$ cat src/rtl/frame_reader_stream.sv
// Frame-buffer reader: raster-order reads from a 1-cycle-latency RAM, emitted as a
// ready/valid packet stream (sop/eop tagged) through a 2-entry skid buffer.
//
// state  | meaning
// -------+---------------------------------------------------------------
// IDLE   | waiting for start; no reads, busy=0
// STREAM | issuing reads 0..N-1 while buffer+in-flight read stay below 2
// DRAIN  | all reads issued; waiting for the eop handshake
module frame_reader_stream #(
  parameter int IMG_WIDTH  = 640,
  parameter int IMG_HEIGHT = 480,
  parameter int DATA_WIDTH = 12,
  parameter int ADDR_WIDTH = 19
) (
  input  logic                  clock_clk,
  input  logic                  reset_n,
  input  logic                  start,
  output logic [ADDR_WIDTH-1:0] rd_addr,
  output logic                  rd_en,
  input  logic [DATA_WIDTH-1:0] rd_data,
  output logic [DATA_WIDTH-1:0] data_out,
  output logic                  sop_out,
  output logic                  eop_out,
  output logic                  valid_out,
  input  logic                  ready_in,
  output logic                  busy,
  output logic                  frame_done
);

  localparam int unsigned NPIX = IMG_WIDTH * IMG_HEIGHT;
  localparam logic [ADDR_WIDTH-1:0] LAST_ADDR = ADDR_WIDTH'(NPIX - 1);

  typedef enum logic [1:0] {ST_IDLE, ST_STREAM, ST_DRAIN} state_t;

  state_t                state, state_nxt;
  logic [1:0]            count;
  logic                  wr_ptr, rd_ptr;
  logic [DATA_WIDTH-1:0] buf_data [2];
  logic                  buf_sop  [2];
  logic                  buf_eop  [2];
  logic                  inflight, inflight_sop, inflight_eop;
  logic                  pop, push, issue, last_issue;
  logic [2:0]            occ;

  assign valid_out  = (count != 2'd0);
  assign pop        = valid_out && ready_in;
  assign push       = inflight;
  assign data_out   = buf_data[rd_ptr];
  assign sop_out    = valid_out && buf_sop[rd_ptr];
  assign eop_out    = valid_out && buf_eop[rd_ptr];
  assign busy       = (state != ST_IDLE);

  // Occupancy counts the read already in flight, so a pop this cycle frees a slot.
  assign occ        = {1'b0, count} + {2'b00, inflight};
  assign issue      = (state == ST_STREAM) && (occ < (3'd2 + {2'b00, pop}));
  assign rd_en      = issue;
  assign last_issue = issue && (rd_addr == LAST_ADDR);

  always_comb begin
    state_nxt = state;
    case (state)
      ST_IDLE:   if (start) state_nxt = ST_STREAM;
      ST_STREAM: if (last_issue) state_nxt = ST_DRAIN;
      ST_DRAIN:  if (pop && eop_out) state_nxt = ST_IDLE;
      default:   state_nxt = ST_IDLE;
    endcase
  end

  always_ff @(posedge clock_clk or negedge reset_n) begin
    if (!reset_n) begin
      state        <= ST_IDLE;
      frame_done   <= 1'b0;
      rd_addr      <= '0;
      inflight     <= 1'b0;
      inflight_sop <= 1'b0;
      inflight_eop <= 1'b0;
    end else begin
      state        <= state_nxt;
      frame_done   <= (state == ST_DRAIN) && pop && eop_out;
      inflight     <= issue;
      inflight_sop <= issue && (rd_addr == '0);
      inflight_eop <= last_issue;
      if (state == ST_IDLE && start)
        rd_addr <= '0;
      else if (issue && !last_issue)
        rd_addr <= rd_addr + 1'b1;
    end
  end

  // Tags are captured alongside the pixel so they follow it through the buffer.
  always_ff @(posedge clock_clk or negedge reset_n) begin
    if (!reset_n) begin
      count  <= 2'd0;
      wr_ptr <= 1'b0;
      rd_ptr <= 1'b0;
      for (int i = 0; i < 2; i++) begin
        buf_data[i] <= '0;
        buf_sop[i]  <= 1'b0;
        buf_eop[i]  <= 1'b0;
      end
    end else begin
      if (push) begin
        buf_data[wr_ptr] <= rd_data;
        buf_sop[wr_ptr]  <= inflight_sop;
        buf_eop[wr_ptr]  <= inflight_eop;
        wr_ptr           <= ~wr_ptr;
      end
      if (pop)
        rd_ptr <= ~rd_ptr;
      case ({push, pop})
        2'b10:   count <= count + 2'd1;
        2'b01:   count <= count - 2'd1;
        default: count <= count;
      endcase
    end
  end

  a_no_overflow: assert property (@(posedge clock_clk) disable iff (!reset_n)
    !(push && !pop && count == 2'd2));

endmodule
$ cat config.mk
export PLATFORM = sky130hd
export DESIGN_NAME = frame_reader_stream
export DESIGN_NICKNAME = d
export VERILOG_FILES = /design/src/rtl/frame_reader_stream.sv
export SDC_FILE = /design/constraint.sdc
export NUM_CORES = 1
export LEC_CHECK = 0
export ABC_AREA = 1
export BUFFER_PORTS_ARGS = -buffer_cell sky130_fd_sc_hd__buf_4
export CELL_PAD_IN_SITES_DETAIL_PLACEMENT = 1
export CELL_PAD_IN_SITES_GLOBAL_PLACEMENT = 2
export CORE_MARGIN = 2
export CORE_UTILIZATION = 29
export CTS_CLUSTER_SIZE = 12
export DETAILED_ROUTE_END_ITERATION = 8
export GPL_ROUTABILITY_DRIVEN = 0
export GPL_TIMING_DRIVEN = 0
export PLACE_DENSITY_LB_ADDON = 0.25
export SLEW_MARGIN = 0
export SYNTH_ARGS = -nofsm -noshare
export SYNTH_HDL_FRONTEND = slang
export SYNTH_SLANG_ARGS = --single-unit
$ cat constraint.sdc
create_clock -name clock_clk -period 1.7 [get_ports clock_clk]
set_input_delay 0.34 -clock clock_clk [delete_from_list [all_inputs] [get_ports clock_clk]]
set_output_delay 0.34 -clock clock_clk [all_outputs]
set_load 0.1 [all_outputs]
* After elaboration in Yosys (flattened, before gate mapping) *
Cells that the tools add are included.

storage, ports and cells
  flip-flop bits (word level) = 57
  bits of input ports = 16
  output and inout bits = 37
  logic and storage cells = 79

operators by class
  add/sub/neg operators = 5
  order comparisons = 4
  equality and inequality tests = 8
  mux-type cells = 23
  bitwise operators = 4
  reduce and logical (&&, ||, !) cells = 20

operators with widths
  cell                                                             number
  12-bit two-way mux                                               4
  19-bit two-way mux                                               2
  24-bit bitwise mux                                               1
  19-bit by 1-bit adder with 19-bit output, second input constant  1
  19-bit == test, second input constant                            1
  19-bit logical NOT                                               1
  12-bit demux with 1-bit select                                   1
  1-bit logical AND                                                12
  2-bit nonzero test                                               4
  1-bit two-way mux                                                7
  2-bit two-way mux                                                3
  2-bit inequality test, second input constant                     3
  2-bit one-hot mux with 3 select lines                            1
  2-bit bitwise mux                                                2
  2-bit by 1-bit == test with 1-bit output, second input constant  2
  2-bit == test, second input constant                             2
  2-bit >= comparator, second input constant                       2
  1-bit NOT with 2-bit output                                      2
  2-bit one-hot mux with 2 select lines                            1
  2-bit by 1-bit adder with 3-bit output                           1
  2-bit by 1-bit adder with 3-bit output, first input constant     1
  3-bit < comparator                                               1
  3-bit AND reduction                                              1
  2-bit by 1-bit adder with 2-bit output, second input constant    1
  other kinds (6)                                                  7

* Depth between registers and ports, before layout *
Gate-level depths: netlist (run 1).

  depth in word-level cells = 10
  depth in mapped cells = 11
  mapped depth without buffers = 10

* Least setup slack after synthesis (run 1) *
No wires, ideal clock.

  path kind = flip-flop to flip-flop
  from = reg count[0]
  to = reg state[1]
  library setup time = 128 ps
  arrival = 2828 ps
  data required time = 1572 ps
  slack = -1256 ps
  stages on the path, launching flop included = 8
  path buffers = 0
  period minus slack after synthesis = 2956 ps
  path through = dfrtp_1 inv_2 nand2_2 inv_1 a21oi_1 nand2_1 nand2_1 o21ai_0

between the ends
  elaborated cells on any way between the ends = 12
  those cells by class = 2 x add/sub; 1 x order compare; 2 x eq/ne; 7 x reduce/logical

RTL lines
  what                             line  text
  start: declaration               36    logic [1:0] count;
  start signal: assignment         111   2'b10: count <= count + 2'd1;
  start signal: assignment         112   2'b01: count <= count - 2'd1;
  start signal: assignment         113   default: count <= count;
  2-bit nonzero test               45    assign valid_out = (count != 2'd0);
  via valid_out                    24    output logic valid_out,
  1-bit logical AND                50    assign eop_out = valid_out && buf_eop[rd_ptr];
  via eop_out                      23    output logic eop_out,
  1-bit logical AND                64    ST_DRAIN: if (pop && eop_out) state_nxt = ST_IDLE;
  2-bit inequality test (no line)  --
  3-bit AND reduction (no line)    --
  end signal: assignment           78    state <= state_nxt;
  end: declaration                 35    state_t state, state_nxt;

The timed path passes the listed nets, and every way through them passes these cells.
A chain may end at the register's enable or synchronous reset.

* Worst setup path after layout (run 1) *
  from = reg count[0]
  to = out rd_en

between the ends
  cells in the longest elaborated chain, start to end = 5
  elaborated cells on any way between the ends = 6
  those cells by class = 2 x add/sub; 1 x order compare; 3 x reduce/logical

ends and longest elaborated chain
  what                                    line  text
  2-bit nonzero test                      45
  1-bit logical AND                       46    assign pop = valid_out && ready_in;
  2-bit by 1-bit adder with 3-bit output  55    assign issue = (state == ST_STREAM) && (occ < (3'd2 + {2'b00, pop}));
  3-bit < comparator (*)                  55
  1-bit logical AND (*)                   55
  end: declaration                        19    output logic rd_en,

Mark *: on every way between the ends. The rest lies on a longest branch, timed or not.

==> impl_metrics.json, run 1 <==
{
  "outcome": "finished, violations left",
  "violations": "setup timing",
  "ant_nets": 0,
  "drc": 0,
  "grt_pass1_wl_um": 15370,
  "criticalPathCategory": "reg2out",
  "min_period_ns": 1.948,
  "slowest_delay_ns": 0.43,
  "wl_um": 9028,
  "synth_area_mm2": 0.002987,
  "path_cells": "ha_4 > ha_4 > nand2_4 > nand2_4 > clkinvlp_4 > buf_12",
  "yosysWarnings": 0,
  "synthAdderAreaFrac_pct": 2.095,
  "synth_compound_area_share_pct": 6.326,
  "grt-busiest-layer": "met2",
  "clock_latency_ns": 0.34,
  "hold_class": "in2async",
  "drv_slew": 0,
  "fmax_mhz": 513.4,
  "end_kind": "output pin",
  "synthMuxAreaShare_pct": 0,
  "critPathLaunchType": "register",
  "required_ns": 1.36,
  "synth-seq-cells": 57,
  "routed_via_density": 4.529,
  "path_max_fanout": 2,
  "use_met2_pct": 30.97,
  "cp_slowest_cell": "dfrtp_2",
  "ioPinCount": 53,
  "fill_cells": 1190,
  "die_y_um": 105.5,
  "arrival_ns": 1.61,
  "maxSlewHeadroom_pct": 49.31,
  "initial_core_util_pct": 29.46,
  "cts_buffers": 9,
  "io_buffers": 52,
  "fin_skew_ns": 0.007768,
  "hold_violations": 0,
  "dr_total_vias": 2781,
  "synth_area_per_cell_um2": 7.619,
  "htree_levels": 3,
  "seq_area_frac_synth_pct": 47.76,
  "grt_pass1_vias": 3018,
  "hold_buffers": 0,
  "tightest_slew_ns": 0.7604,
  "final-setup-viol-count": 32,
  "fp.dieArea_mm2": 0.01113,
  "track_usage_pct": 17.79,
  "antenna_found_initial": 0,
  "dr.pass1.iters": 4,
  "drive_gt1_share_pct": 37.03,
  "drt_iter0_drc": 56,
  "setup_slack_ns": -0.2479,
  "synth_top_family_by_area": "simple AND/OR/NAND/NOR gates",
  "syn2layout_area_growth_pct": 52.03,
  "min_period_over_period_pct": 114.6,
  "cap_violations": 0,
  "die_width_um": 105.5,
  "fp.coreArea_mm2": 0.01014,
  "dp_cells": 580,
  "overflow": 0,
  "n_antenna_cell": 0,
  "gr-usage-met1_pct": 22.35,
  "clockBufferDepth": 2,
  "yosys.area_share.simple_pct": 32.76,
  "stdcell_count": 614,
  "synth-xor-area-share_pct": 4.985,
  "cts_root_buffer": "clkbuf_8",
  "rsz0062_at_grt": "yes",
  "cts.clk_slew.worst_paths_ns": 0.07,
  "cts_num_sinks": 57,
  "wl_per_cell_um": 14.70,
  "use_met3_pct": 2.659,
  "synth_cells": 392,
  "synth_nets": 413,
  "ys_types": 27,
  "nets": 494,
  "cts_tree": "yes",
  "rows": 37,
  "hpwl_um": 6084,
  "grt_max_degree": 58
}
==> cell usage after synthesis <==
master,count,area share (%)
nand2_1,156,20
dfrtp_1,57,48
nor2_1,41,5.2
o21ai_0,33,5.5
inv_1,31,3.9
nand3_1,15,2.5
xor2_1,15,4.4
clkbuf_1,7,0.88
nand2_2,6,1.3
ha_1,5,2.1
a21oi_1,3,0.50
nand4_1,3,0.63
nor2_4,3,1.1
nor2_2,2,0.42
nor4_1,2,0.42
xnor2_1,2,0.59
a21oi_2,1,0.29
buf_2,1,0.17
buf_6,1,0.38
buf_8,1,0.50
clkinv_1,1,0.13
inv_2,1,0.13
nand3_2,1,0.34
nand3b_1,1,0.25
nor2_8,1,0.67
nor3_1,1,0.17
or2_2,1,0.21
==> cell type report <==
type	count	area, µm²	area share (%)
flip-flops and latches	57	1478	32.54
clock inverters	6	66.31	1.460
plain buffers	8	73.82	1.626
multi-input cells	292	1679	36.98
well taps	136	170.2	3.748
inverters	33	132.6	2.921
clock buffers	10	137.6	3.031
repair buffers	72	803.3	17.69
==> routing by layer <==
| layer | wire length (µm) | vias up |
|---|---|---|
| li1 | - | 1376 |
| met1 | 3965 | 1357 |
| met2 | 4721 | 37 |
| met3 | 217 | 11 |
| met4 | 123 | 0 |
| met5 | 0 | - |
==> cells by family after synthesis <==
family / after synthesis
AND/OR/NAND/NOR: 233
flip-flops: 57
buffers and inverters: 43
AO/OA/AOI/OAI: 37
XOR/XNOR: 17
adder cells (fa/ha/maj): 5
==> layout by cell type (no fill, tap or decap), types with 13 or more instances in the layout <==
master and instances:
buf_12 16, buf_4 45, dfrtp_1 36, inv_1 26, nand2_1 125, nand2_4 24
nand3_1 13, nor2_1 39, o21ai_0 30, xor2_1 15
==> critical path: cells and delay by family (launching register included) <==
| family | cells | cell delay (ns) |
|---|---|---|
| fa+ha+maj | 2 | 0.43 |
| flops | 1 | 0.43 |
| buf+inv | 2 | 0.29 |
| simple gates | 2 | 0.12 |
==> sequential cells by signal, summed over array words and instances, names as in the netlist <==
register and flops:
frame_done 1, state 2, rd_ptr 1, rd_addr 19, wr_ptr 1, inflight 1
buf_eop 2, buf_data 24, inflight_eop 1, buf_sop 2, inflight_sop 1, count 2
==> stage by stage <==
stage / worst slack, ns / area (µm²) / util [%] / hold slack [ns] / setup TNS [ns]
6_report: -0.2479 / 4541 / 44.79 / 0.06078 / -1.947
4_1_cts: -0.2499 / 4428 / 43.68 / 0.08701 / -2.142
3_5_place_dp: -0.2611 / 3714 / 36.63 / 0.4606 / -6.259
3_3_place_gp: -0.2389 / 3714 / 36.63 / 0.4611 / -6.084
5_1_grt: -0.3066 / 4541 / 44.79 / 0.1300 / -4.483
2_1_floorplan: -0.3455 / 3153 / - / 0.04441 / -3.932
==> repair_timing <==
item / 4_1_cts / 5_1_grt
gates cloned: 3 / 0
resized for setup: 93 / 35
setup buffers: 18 / 2
pin swaps: 17 / 21
hold endpoints to repair: 0 / 0
setup endpoints to repair: 44 / 54
==> final timing paths <==
kind                             start  depth (start not counted)           end  slack [ns]
max in group asynchronous      reset_n                          1    rd_addr[4]        1.05
hold reg to reg            buf_data[7]                          2   buf_data[7]        0.49
setup reg to reg              count[0]                         12   rd_addr[10]       -0.13
setup / recovery              count[0]                          6         rd_en       -0.25
hold / removal                 reset_n                          1      count[1]        0.06
min in group clock_clk      rd_data[9]                          3  buf_data[21]        0.27
Power of run 1 is not shown: default switching activity piles up to over one toggle a cycle in this logic, so the estimate is an artifact.
==> run 2: changes to the inputs <==
--- a/config.mk
+++ b/config.mk
@@ -5,12 +5,12 @@
 export SDC_FILE = /design/constraint.sdc
 export NUM_CORES = 1
 export LEC_CHECK = 0
-export ABC_AREA = 1
+export ABC_AREA = 0
 export BUFFER_PORTS_ARGS = -buffer_cell sky130_fd_sc_hd__buf_4
 export CELL_PAD_IN_SITES_DETAIL_PLACEMENT = 1
 export CELL_PAD_IN_SITES_GLOBAL_PLACEMENT = 2
 export CORE_MARGIN = 2
-export CORE_UTILIZATION = 29
+export CORE_UTILIZATION = 32
 export CTS_CLUSTER_SIZE = 12
 export DETAILED_ROUTE_END_ITERATION = 8
 export GPL_ROUTABILITY_DRIVEN = 0
==> impl_metrics.json, run 2 <==
{
  "drv_slew": 0,
  "drive_gt1_share_pct": 64.37,
  "cts_tree": "yes",
  "fp.dieArea_mm2": 0.009470,
  "synth_common_cells": "dfrtp_1, mux2_2, nor2_1, nand2_1, nand4_1",
  "yosysTopAreaCell": "dfrtp_1",
  "syn2layout_area_growth_pct": 61.43,
  "path_max_fanout": 5,
  "yosys_most_used_dff": "dfrtp_1",
  "track_usage_pct": 18.36,
  "routed_via_density": 5.151,
  "required_ns": 1.36,
  "dr_total_vias": 2349,
  "violations": "setup timing",
  "seq_area_frac_synth_pct": 51.19,
  "path_cells": "ha_4 > ha_4 > o21ai_4 > nand2_4 > clkinvlp_4 > buf_12",
  "htree_levels": 3,
  "rr_worst_depth": 8,
  "yosysWarnings": 0,
  "ioPinCount": 53,
  "synth_area_mm2": 0.002786,
  "async_reset_ff_share_pct": 100.0,
  "ys_types": 43,
  "wl_um": 8256,
  "hold_class": "in2async",
  "maxSlewHeadroom_pct": 50.40,
  "hold_violations": 0,
  "fin_skew_ns": 0.006486,
  "end_kind": "output pin",
  "antenna_found_initial": 0,
  "yosysTopAreaCellShare_pct": 51.19,
  "die_y_um": 97.32,
  "synth_nets": 264,
  "synthTopCellsByArea": "dfrtp_1, mux2_2, nor2_1, ha_1, nand4_1",
  "fmax_mhz": 493.5,
  "cts_root_buffer": "clkbuf_8",
  "initial_core_util_pct": 32.43,
  "outcome": "finished, violations left",
  "fp.coreArea_mm2": 0.008593,
  "synth-edff-count": 0,
  "rsz0062_at_grt": "yes",
  "min_period_ns": 2.027,
  "cts_buffers": 9,
  "synth.most_common_cell": "dfrtp_1",
  "ant_nets": 0,
  "dr.pass1.iters": 4,
  "wl_per_cell_um": 18.11,
  "arrival_ns": 1.69,
  "tightest_slew_ns": 0.7440,
  "synth_cells": 243,
  "grt_pass1_wl_um": 13590,
  "drc": 0,
  "criticalPathCategory": "reg2out",
  "cp_slowest_cell": "dfrtp_2",
  "rows": 34,
  "timing.rr.end": "rd_addr[16]",
  "largest-register": "buf_data",
  "overflow": 0,
  "drt_iter0_drc": 48,
  "min_period_over_period_pct": 119.2,
  "critPathLaunchType": "register",
  "pre_cts_slack_ns": -0.4839,
  "io_buffers": 52,
  "hpwl_um": 5116,
  "final-setup-viol-count": 38,
  "cts_num_sinks": 57,
  "clockBufferDepth": 2,
  "setup_slack_ns": -0.3265,
  "slowest_delay_ns": 0.45,
  "layout_commonest_cell": "buf_4",
  "fill_cells": 903,
  "cp-startpoint": "count[0]",
  "grt_pass1_vias": 2517,
  "synth-seq-cells": 57,
  "r2r_slack_ns": -0.32,
  "die_width_um": 97.32,
  "largest_register_ff_count": 24,
  "crit_end": "rd_en",
  "cap_violations": 0,
  "synth_area_per_cell_um2": 11.47,
  "timing.rr.start": "count[0]",
  "grt_max_degree": 58,
  "reg_top3": "buf_data: 24 flops, rd_addr: 19 flops",
  "cts.clk_slew.worst_paths_ns": 0.07,
  "nets": 364,
  "clock_latency_ns": 0.34,
  "n_antenna_cell": 0,
  "crit_path_frequent_cell": "ha_4",
  "mostFrequentLayoutCells": "buf_4, dfrtp_1, mux2_2, buf_12, mux2_4"
}
run 2: cell families after synthesis:
logic type	after synthesis	synth area share (%)
adders and majority gates	5	2.245
AOI/OAI and AO/OA	29	7.050
buffers and inverters	18	2.964
and+or+nand+nor	81	16.12
xor gates and xnor gates	9	2.829
DFF	57	51.19
muxes	44	17.60
run 2: layout make-up:
cell class | count | area (µm²) | area share [%]
Clock buffer | 10 | 137.6 | 3.060
Sequential cell | 57 | 1479 | 32.88
Buffer | 7 | 75.07 | 1.669
Timing Repair Buffer | 92 | 947.2 | 21.06
Inverter | 8 | 33.78 | 0.7510
Multi-Input combinational cell | 168 | 1624 | 36.11
Tap cell | 108 | 135.1 | 3.004
Clock inverter | 6 | 66.31 | 1.474
run 2: worst min path at each step:
stage             from           end  cells past startpoint
2_1_floorplan  reset_n   buf_data[0]                      0
3_3_place_gp   reset_n  buf_data[10]                      1
3_5_place_dp   reset_n  buf_data[22]                      1
4_1_cts        reset_n  buf_data[22]                      1
5_1_grt        reset_n  buf_data[22]                      1
6_report       reset_n  buf_data[22]                      1
run 2: critical path: cells and delay by family (launching register included):
| kind | cells | cell delay, ns |
|---|---|---|
| compound gates | 1 | 0.07 |
| simple gates | 1 | 0.08 |
| fa+ha+maj | 2 | 0.45 |
| buf+inv | 2 | 0.30 |
| flops | 1 | 0.45 |
run 2: timing repair:
| action | CTS | global route |
|---|---|---|
| buffers inserted | 33 | 7 |
| gates cloned | 3 | 0 |
| endpoints found under the setup margin | 59 | 50 |
| pin swaps | 19 | 22 |
| hold buffers | 0 | 0 |
| resized for setup | 103 | 28 |
run 2: per-layer routing:
metal,track usage (%),vias to the layer above,part of all wire (%)
li1,-,1091,-
met1,22.65,1196,43
met2,31.89,51,52
met3,3.669,11,3.9
met4,6.731,0,1.5
met5,0,-,0
run 2: through the flow:
step           hold slack, ns  cells  setup TNS, ns  utilization (%)  cell area (µm²)
3_3_place_gp           0.4504    403         -8.741            40.13             3448
3_5_place_dp           0.4573    403         -9.550            40.13             3448
4_1_cts               0.08160    454         -7.279            51.08             4389
6_report              0.05305    456         -5.967            52.34             4498
2_1_floorplan         0.04441    243         -5.648                -             2923
5_1_grt                0.1065    456         -8.283            52.34             4498
Power of run 2 is left out for the same reason.
